**src/rtl/aes_pkg.sv**
```systemverilog
// Shared AES-128 types, constants and byte-level transforms (S-box, ShiftRows,
// MixColumns, key-expansion step) used by the round unit and the top level.
package aes_pkg;

    typedef logic [127:0] block_t;

    typedef enum logic [1:0] {
        IDLE,
        RUN,
        DONE
    } aes_state_t;

    localparam int NUM_ROUNDS = 10;

    // Row r holds S-box outputs for inputs 16*r .. 16*r+15, index 0 leftmost.
    localparam logic [0:255][7:0] SBOX = {
        128'h637c777bf26b6fc53001672bfed7ab76,
        128'hca82c97dfa5947f0add4a2af9ca472c0,
        128'hb7fd9326363ff7cc34a5e5f171d83115,
        128'h04c723c31896059a071280e2eb27b275,
        128'h09832c1a1b6e5aa0523bd6b329e32f84,
        128'h53d100ed20fcb15b6acbbe394a4c58cf,
        128'hd0efaafb434d338545f9027f503c9fa8,
        128'h51a3408f929d38f5bcb6da2110fff3d2,
        128'hcd0c13ec5f974417c4a77e3d645d1973,
        128'h60814fdc222a908846eeb814de5e0bdb,
        128'he0323a0a4906245cc2d3ac629195e479,
        128'he7c8376d8dd54ea96c56f4ea657aae08,
        128'hba78252e1ca6b4c6e8dd741f4bbd8b8a,
        128'h703eb5664803f60e613557b986c11d9e,
        128'he1f8981169d98e949b1e87e9ce5528df,
        128'h8ca1890dbfe6426841992d0fb054bb16
    };

    function automatic logic unroll_legal(input int u);
        return (u == 1) || (u == 2) || (u == 5) || (u == 10);
    endfunction

    function automatic logic [7:0] rcon(input logic [3:0] rnd);
        logic [7:0] rc;
        case (rnd)
            4'd1:    rc = 8'h01;
            4'd2:    rc = 8'h02;
            4'd3:    rc = 8'h04;
            4'd4:    rc = 8'h08;
            4'd5:    rc = 8'h10;
            4'd6:    rc = 8'h20;
            4'd7:    rc = 8'h40;
            4'd8:    rc = 8'h80;
            4'd9:    rc = 8'h1b;
            4'd10:   rc = 8'h36;
            default: rc = 8'h00;
        endcase
        return rc;
    endfunction

    function automatic logic [7:0] xtime(input logic [7:0] b);
        return {b[6:0], 1'b0} ^ (b[7] ? 8'h1b : 8'h00);
    endfunction

    function automatic block_t sub_bytes(input block_t s);
        block_t r;
        for (int i = 0; i < 16; i++) begin
            r[8*i +: 8] = SBOX[s[8*i +: 8]];
        end
        return r;
    endfunction

    // Byte n sits at [127-8n -: 8]; row = n%4, column = n/4.
    function automatic block_t shift_rows(input block_t s);
        block_t r;
        for (int c = 0; c < 4; c++) begin
            for (int rw = 0; rw < 4; rw++) begin
                r[127-8*(4*c+rw) -: 8] = s[127-8*(4*((c+rw)%4)+rw) -: 8];
            end
        end
        return r;
    endfunction

    function automatic block_t mix_columns(input block_t s);
        block_t r;
        logic [7:0] a0, a1, a2, a3;
        for (int c = 0; c < 4; c++) begin
            a0 = s[127-32*c -: 8];
            a1 = s[119-32*c -: 8];
            a2 = s[111-32*c -: 8];
            a3 = s[103-32*c -: 8];
            r[127-32*c -: 8] = xtime(a0) ^ xtime(a1) ^ a1 ^ a2 ^ a3;
            r[119-32*c -: 8] = a0 ^ xtime(a1) ^ xtime(a2) ^ a2 ^ a3;
            r[111-32*c -: 8] = a0 ^ a1 ^ xtime(a2) ^ xtime(a3) ^ a3;
            r[103-32*c -: 8] = xtime(a0) ^ a0 ^ a1 ^ a2 ^ xtime(a3);
        end
        return r;
    endfunction

    function automatic block_t key_schedule(input block_t k, input logic [7:0] rc);
        logic [31:0] w0, w1, w2, w3, t;
        w0 = k[127:96];
        w1 = k[95:64];
        w2 = k[63:32];
        w3 = k[31:0];
        t  = {SBOX[w3[23:16]] ^ rc, SBOX[w3[15:8]], SBOX[w3[7:0]], SBOX[w3[31:24]]};
        w0 = w0 ^ t;
        w1 = w1 ^ w0;
        w2 = w2 ^ w1;
        w3 = w3 ^ w2;
        return {w0, w1, w2, w3};
    endfunction

endpackage

```
**src/rtl/aes_round_unit.sv**
```systemverilog
// One combinational AES-128 encryption round plus the matching key-expansion step;
// rnd is the absolute round number 1..10 and drives both Rcon and the MixColumns skip.
module aes_round_unit
    import aes_pkg::*;
(
    input  logic [127:0] blk,
    input  logic [127:0] rkey,
    input  logic [3:0]   rnd,
    output logic [127:0] nxt_blk,
    output logic [127:0] nxt_key
);

    block_t shifted;

    always_comb begin
        nxt_key = key_schedule(rkey, rcon(rnd));
        shifted = shift_rows(sub_bytes(blk));
        if (rnd == 4'(NUM_ROUNDS)) begin
            nxt_blk = shifted ^ nxt_key;
        end else begin
            nxt_blk = mix_columns(shifted) ^ nxt_key;
        end
    end

endmodule

```
**src/rtl/aes_128_unroll.sv**
```systemverilog
// Iterative AES-128 encryptor running UNROLL chained rounds per clock with on-the-fly keys.
// Define AES_CBC_EN to add CBC chaining (iv and chain_start ports plus chain register).
module aes_128_unroll
    import aes_pkg::*;
#(
    parameter int UNROLL = 1
) (
    input  logic         clk,
    input  logic         rst,
    input  logic         in_valid,
    output logic         in_ready,
    input  logic [127:0] in_data,
    input  logic [127:0] key,
`ifdef AES_CBC_EN
    input  logic [127:0] iv,
    input  logic         chain_start,
`endif
    output logic         out_valid,
    input  logic         out_ready,
    output logic [127:0] out_data
);

    if (!unroll_legal(UNROLL)) begin : g_bad_unroll
        $error("aes_128_unroll: UNROLL must be one of 1, 2, 5, 10");
    end

    localparam logic [3:0] STEP = 4'(UNROLL);
    localparam logic [3:0] LAST = 4'(NUM_ROUNDS) - STEP;

    aes_state_t state, state_nxt;
    logic [3:0] round_cnt;
    block_t     blk_q, key_q;
    block_t     pre_blk;
    logic       in_hs, out_hs;
    block_t     chain_blk [UNROLL+1];
    block_t     chain_key [UNROLL+1];

    assign out_valid = (state == DONE);
    assign in_ready  = !rst && ((state == IDLE) || ((state == DONE) && out_ready));
    assign in_hs     = in_valid && in_ready;
    assign out_hs    = out_valid && out_ready;
    assign out_data  = out_valid ? blk_q : '0;

`ifdef AES_CBC_EN
    block_t chain_q;
    block_t chain_src;

    // On a same-cycle hand-off the register has not yet captured out_data.
    always_comb begin
        chain_src = chain_q;
        if (chain_start) begin
            chain_src = iv;
        end else if (out_hs) begin
            chain_src = out_data;
        end
    end

    assign pre_blk = in_data ^ chain_src;

    always_ff @(posedge clk or posedge rst) begin
        if (rst) begin
            chain_q <= '0;
        end else if (out_hs) begin
            chain_q <= out_data;
        end
    end
`else
    assign pre_blk = in_data;
`endif

    assign chain_blk[0] = blk_q;
    assign chain_key[0] = key_q;

    for (genvar j = 0; j < UNROLL; j++) begin : g_round
        aes_round_unit u_round (
            .blk     (chain_blk[j]),
            .rkey    (chain_key[j]),
            .rnd     (round_cnt + 4'(j + 1)),
            .nxt_blk (chain_blk[j+1]),
            .nxt_key (chain_key[j+1])
        );
    end

    always_comb begin
        state_nxt = state;
        case (state)
            IDLE: if (in_hs) state_nxt = RUN;
            RUN:  if (round_cnt == LAST) state_nxt = DONE;
            DONE: begin
                if (in_hs) begin
                    state_nxt = RUN;
                end else if (out_hs) begin
                    state_nxt = IDLE;
                end
            end
            default: state_nxt = IDLE;
        endcase
    end

    always_ff @(posedge clk or posedge rst) begin
        if (rst) begin
            state     <= IDLE;
            round_cnt <= '0;
        end else begin
            state <= state_nxt;
            if (in_hs) begin
                round_cnt <= '0;
            end else if (state == RUN) begin
                round_cnt <= round_cnt + STEP;
            end
        end
    end

    // Datapath registers: only ever visible through out_data once DONE, so no reset.
    always_ff @(posedge clk) begin
        if (in_hs) begin
            blk_q <= pre_blk ^ key;
            key_q <= key;
        end else if (state == RUN) begin
            blk_q <= chain_blk[UNROLL];
            key_q <= chain_key[UNROLL];
        end
    end

endmodule

```
**config.mk**
```make
export PLATFORM = sky130hd
export DESIGN_NAME = aes_128_unroll
export DESIGN_NICKNAME = d
export VERILOG_FILES = /design/src/rtl/aes_pkg.sv /design/src/rtl/aes_round_unit.sv /design/src/rtl/aes_128_unroll.sv
export SDC_FILE = /design/constraint.sdc
export NUM_CORES = 2
export LEC_CHECK = 0
export CELL_PAD_IN_SITES_DETAIL_PLACEMENT = 2
export CELL_PAD_IN_SITES_GLOBAL_PLACEMENT = 2
export CORE_UTILIZATION = 37
export CTS_CLUSTER_DIAMETER = 120
export CTS_CLUSTER_SIZE = 20
export DETAILED_ROUTE_END_ITERATION = 8
export MAX_ROUTING_LAYER = met4
export PLACE_DENSITY = 0.91
export SLEW_MARGIN = 20
export SYNTH_ARGS = -nofsm -noshare
export SYNTH_HDL_FRONTEND = slang
export SYNTH_HIERARCHICAL = 1
export SYNTH_SLANG_ARGS = --single-unit
```
**constraint.sdc**
```tcl
create_clock -name clk -period 10.5 [get_ports clk]
set_input_delay 2.1 -clock clk [delete_from_list [all_inputs] [get_ports clk]]
set_output_delay 2.1 -clock clk [all_outputs]
set_load 0.02 [all_outputs]
```
== After elaboration in Yosys (flattened, before gate mapping) ==
Memory sizes are Yosys's and may differ from the RTL's.
Index checks and enable logic that the tools add are counted.

* Add/subtract/negate cells: 1
* Magnitude comparators: 20
* Equality and inequality tests: 7
* Mux-type cells: 69
* Bitwise operators: 108
* Reductions and logical operators: 8

{| class="wikitable"
|+ Operators by type and width
! operator !! number
|-
| 2-to-1 mux 128 bit || 6
|-
| bitwise XOR 8 bit || 81
|-
| bitwise XOR 128 bit || 3
|-
| 2-to-1 mux 8 bit || 40
|-
| >= comparator 9 bit (second input constant) || 20
|-
| NOT 8 -> 9 bit || 20
|-
| bitwise XOR 32 bit || 4
|-
| 2-to-1 mux 5 bit || 16
|-
| equality test 4 bit (second input constant) || 2
|-
| 2-to-1 mux 2 bit || 4
|-
| 2-to-1 mux 4 bit || 2
|-
| one-hot mux 2 bit (3 select lines) || 1
|-
| adder 4 x 1 -> 4 bit (second input constant) || 1
|-
| != test 2 bit (second input constant) || 2
|-
| logical AND 1 bit || 3
|-
| != test 3 x 1 -> 1 bit (second input constant) || 1
|-
| AND reduction 3 bit || 1
|-
| equality test 2 x 1 -> 1 bit (second input constant) || 1
|-
| equality test 2 bit (second input constant) || 1
|-
| logical NOT 2 bit || 1
|-
| nonzero test 2 bit || 1
|-
| logical NOT 1 bit || 1
|-
| logical OR 1 bit || 1
|}

* Register bits: 262
* Memory bits (read-only): 41088
* Bits of input ports: 260
* Output and inout port bits: 130
* Word-level logic and storage cells: 238
* Memories: 21

{| class="wikitable"
|+ Memory list
! name !! depth !! bits a word !! read ports !! clocked after memory_dff !! wr ports !! line !! RTL
|-
| (no name shown) || 256 || 8 || 1 || 0 || 0 || aes_pkg.sv:64 || <nowiki>r[8*i +: 8] = SBOX[s[8*i +: 8]];</nowiki>
|-
| (no name shown) || 256 || 8 || 1 || 0 || 0 || aes_pkg.sv:64 ||
|-
| (no name shown) || 256 || 8 || 1 || 0 || 0 || aes_pkg.sv:64 ||
|-
| (no name shown) || 256 || 8 || 1 || 0 || 0 || aes_pkg.sv:64 ||
|-
| (no name shown) || 256 || 8 || 1 || 0 || 0 || aes_pkg.sv:64 ||
|-
| (no name shown) || 256 || 8 || 1 || 0 || 0 || aes_pkg.sv:64 ||
|-
| 15 more memories || -- || -- || -- || -- || -- || -- ||
|}

== Depth between registers and ports, before layout ==
* Word-level depth: 14
* Mapped depth: 18
* Depth with buffers taken out: 15

== Hierarchy ==
Netlist, hierarchy kept.

{| class="wikitable"
|+ By module, submodules not included
! module !! times used !! cells an instance !! area an instance (µm²) !! seq. area each (µm²)
|-
| aes_round_unit || 1 || 11481 || 74825.5 || 0.0
|-
| aes_128_unroll || 1 || 850 || 13486.7 || 7837.5
|}

== Worst setup path before layout ==
Ideal clock, no wire load.

* Path kind: input to register
* Start: input out_ready
* End: register blk_q[0] (enable)
* Setup time: 0.629 ns
* Data arrival time: 8.545 ns
* Data required time: 9.871 ns
* Slack: 1.326 ns
* Stages on the path: 6
* Path buffers: 3
* Cell sequence: nor2b_1 or4b_1 clkbuf_1 buf_6 buf_6 nand2_1

* Longest elaborated chain between the ends: 5

{| class="wikitable"
|+ RTL lines
! what !! line !! RTL
|-
| start, declared || aes_128_unroll.sv:19 || <nowiki>input logic out_ready,</nowiki>
|-
| logical AND 1 bit || aes_128_unroll.sv:39 || <nowiki>assign in_ready = !rst && ((state == IDLE) || ((state == DONE) && out_ready));</nowiki>
|-
| logical OR 1 bit || aes_128_unroll.sv:39 ||
|-
| logical AND 1 bit || aes_128_unroll.sv:39 ||
|-
| logical AND 1 bit || aes_128_unroll.sv:40 || <nowiki>assign in_hs = in_valid && in_ready;</nowiki>
|-
| nonzero test 2 bit (no source line) || -- ||
|-
| end signal, assigned || aes_128_unroll.sv:117 || <nowiki>blk_q <= pre_blk ^ key;</nowiki>
|-
| end signal, assigned || aes_128_unroll.sv:120 || <nowiki>blk_q <= chain_blk[UNROLL];</nowiki>
|-
| end, declared || aes_128_unroll.sv:32 || <nowiki>block_t blk_q, key_q;</nowiki>
|}

No other way between the ends.
A chain may end at the register's enable or synchronous reset.

==> metrics.txt <==
worst path cell trace clkinv_1, ha_1, and2_1, or3_1, a21boi_0, o21ai_0, mux4_2, mux2i_1, xnor2_1, xor2_1, xor2_1, xnor2_1, xor2_1, mux2_2; setup violators final 0; Net count, final 12,200; Skew-Pair Late Insertion Delay 700 ps; top cell type's share of synthesized area 0.0870; DR pass1 iterations 6; Synth area leaders edfxtp_1, mux4_2, o21ai_0; antenna-violating nets left 0; cts repair resizes 0; Synth cell types 138; Post-route DRC 0; Setup Crit Path Kind reg2reg; postcts setup bufs 0; starting density of the core 0.374; DR iter-0 viols 15,200; Worst R2R End blk_q[13]; Fmax 0.141 GHz; Seq cells post-synth 262; Crit Path Max Fanout 22; cell count after synthesis 12,300; die width 491 um; setup slack after layout 3390 ps; crit start category flip-flop; Top FF cell, synth edfxtp_1; syn_nets 12,900; RSZ-0062 raised after global routing no; vias per cell 7.29; clk buf depth 3; Post-synth ARST share 0.0229; DIE AREA 241,000 um^2; Reg2Reg Setup Slack 3390 ps; worst endpoint data arrival time 7580 ps; CTS sink count 262; Final Util 0.394; Routed WL 564,000 um; Slowest-stage cell, CP edfxtp_1; critical path data required time 10,970 ps; htree depth 1; kind of end point of the critical path flip-flop; Crit. Startpoint key_q[1]; total gr overflow 0; Slew Viols, Final 0; synth-to-layout area growth 5.36%; synthesized area 88,300 um^2; most used cell, CP xor2_1; CTS tree yes; drt wl/cell 38.0 um; class of the worst hold path reg2reg; status completed; delay-heaviest family, CP XOR/XNOR gates; Post-synth EDFFs 256; clock root cell clkbuf_16; yosys warns 6; Place WS 3730 ps; # IOs 390; placer congestion estimate 1.05; Core ar. 236,000 um^2; routed vias 108,000; Die Y 491 um; Min Clock Period, post-route 7110 ps; Worst-Margin Slew 1320 ps; sequential-to-total area share from yosys stat 0.0887; Hold Fails Final Rpt 0; CTS Buf Count 25; largest net degree at the start of global routing 165; cts hold-fix bufs 0; CTS clk-pin slew, worst paths 110 ps; first-pass GRT wire length 810,000 um; period utilization 0.677; PortBufs 389; Final Skew 80.8 ps; site row count 178; initial antenna violation count 70; HPWL Detailed 409,000 um; vias in the first global route 109,000; share of layout cells above drive strength 1 0.103; reg-to-reg startpoint key_q[1]; CP Depth 14; worst setup path endpoint blk_q[13]; Max-Cap Viols 0; R2R depth 14; CP peak stage delay 990 ps; area leader, netlist edfxtp_1; GRT Util Overall 0.458; setup_tns 0 ps; Syn Area/Cell 7.16 um^2; Rel. slew slack 0.115; WP buf/inv 1
-- worst reg2reg max path: cells and delay by family (launching register included) --
| family | cells | cell delay (ps) |
|---|---|---|
| AO/OA/AOI/OAI | 2 | 570 |
| XOR/XNOR | 5 | 2460 |
| adder cells (fa/ha/maj) | 1 | 560 |
| buffers and inverters | 1 | 810 |
| flip-flops | 1 | 990 |
| multiplexers | 3 | 700 |
| AND/OR/NAND/NOR | 2 | 800 |
-- flip-flops by register name, summed over array words and instances (netlist names) --
signal	count
round_cnt	4
state	2
key_q	128
blk_q	128
-- synthesized netlist by cell type (all sizes together), types with 55 or more instances --
library cell / n
nor3: 408
nor2b: 333
o31ai: 158
a31oi: 321
edfxtp: 256
a2111oi: 65
nand2: 942
mux4: 270
o311ai: 193
nand2b: 376
nand3: 437
a221oi: 76
clkbuf: 651
a211oi: 256
xnor2: 501
o211ai: 227
mux2: 306
inv: 221
nor2: 896
and3: 64
buf: 751
o21ai: 1077
or2: 120
xor2: 378
o22ai: 79
a311oi: 190
o21a: 55
o221ai: 71
and2: 245
a21oi: 1017
a21o: 63
or3: 66
ha: 296
mux2i: 137
-- through the flow --
step                std cells  hold WS, ps  instance area, um^2
finish                  14900          622                93000
global route            14900          651                93000
CTS                     14800          618                92800
floorplan               12300          539                88300
detailed placement      14800          609                91900
global placement        14800          574                91900
-- worst min-delay path by stage --
| stage | from | to | slack, ps | cells after the start |
|---|---|---|---|---|
| after CTS | round_cnt[3] | round_cnt[3] | 620 | 2 |
| final | round_cnt[3] | round_cnt[3] | 620 | 2 |
| after detailed placement | round_cnt[2] | state[1] | 610 | 1 |
| after global placement | round_cnt[3] | round_cnt[3] | 570 | 2 |
| after global routing | round_cnt[3] | round_cnt[3] | 650 | 2 |
| after floorplan | round_cnt[2] | state[1] | 540 | 1 |
-- cells in the final DEF, fill, tap and decap left out, types with 256 or more instances in the layout --
cell	n
a21oi_1	1011
a31oi_1	317
buf_4	278
clkdlybuf4s50_1	389
edfxtp_1	256
ha_1	296
mux4_2	270
nand2_1	937
nand2b_1	375
nand3_1	437
nor2_1	891
nor2b_1	330
nor3_1	405
o21ai_0	1041
xnor2_1	478
xor2_1	350
-- area by class of cell --
class,count,area [um^2]
Tap cell,3150,3940
Fill cell,27700,143000
Timing Repair Buffer,678,6200
Antenna cell,63,158
Clock inverter,17,235
Inverter,250,938
Sequential cell,262,7840
Multi-Input combinational cell,10400,73100
Clock buffer,27,633
-- cell families (layout without fill, tap and decap cells) --
kind of cell	Yosys count	after routing	synth area share
multiplexers	713	713	0.128
XOR/XNOR	887	887	0.0936
adder cells (fa/ha/maj)	298	298	0.0423
buffers and inverters	1652	972	0.0847
AND/OR/NAND/NOR	4085	4085	0.229
flip-flops	262	262	0.0887
other	0	63	0
AO/OA/AOI/OAI	4434	4434	0.334
-- per-layer routing --
metal	routed length (um)	GRT usage
met5	0	-
met2	246000	0.679
met3	53700	0.0869
met4	48800	0.333
met1	215000	0.553
Power is left out: the tool's default activity adds up to more than one toggle a clock period on the data nets, which glitch-free logic cannot reach.
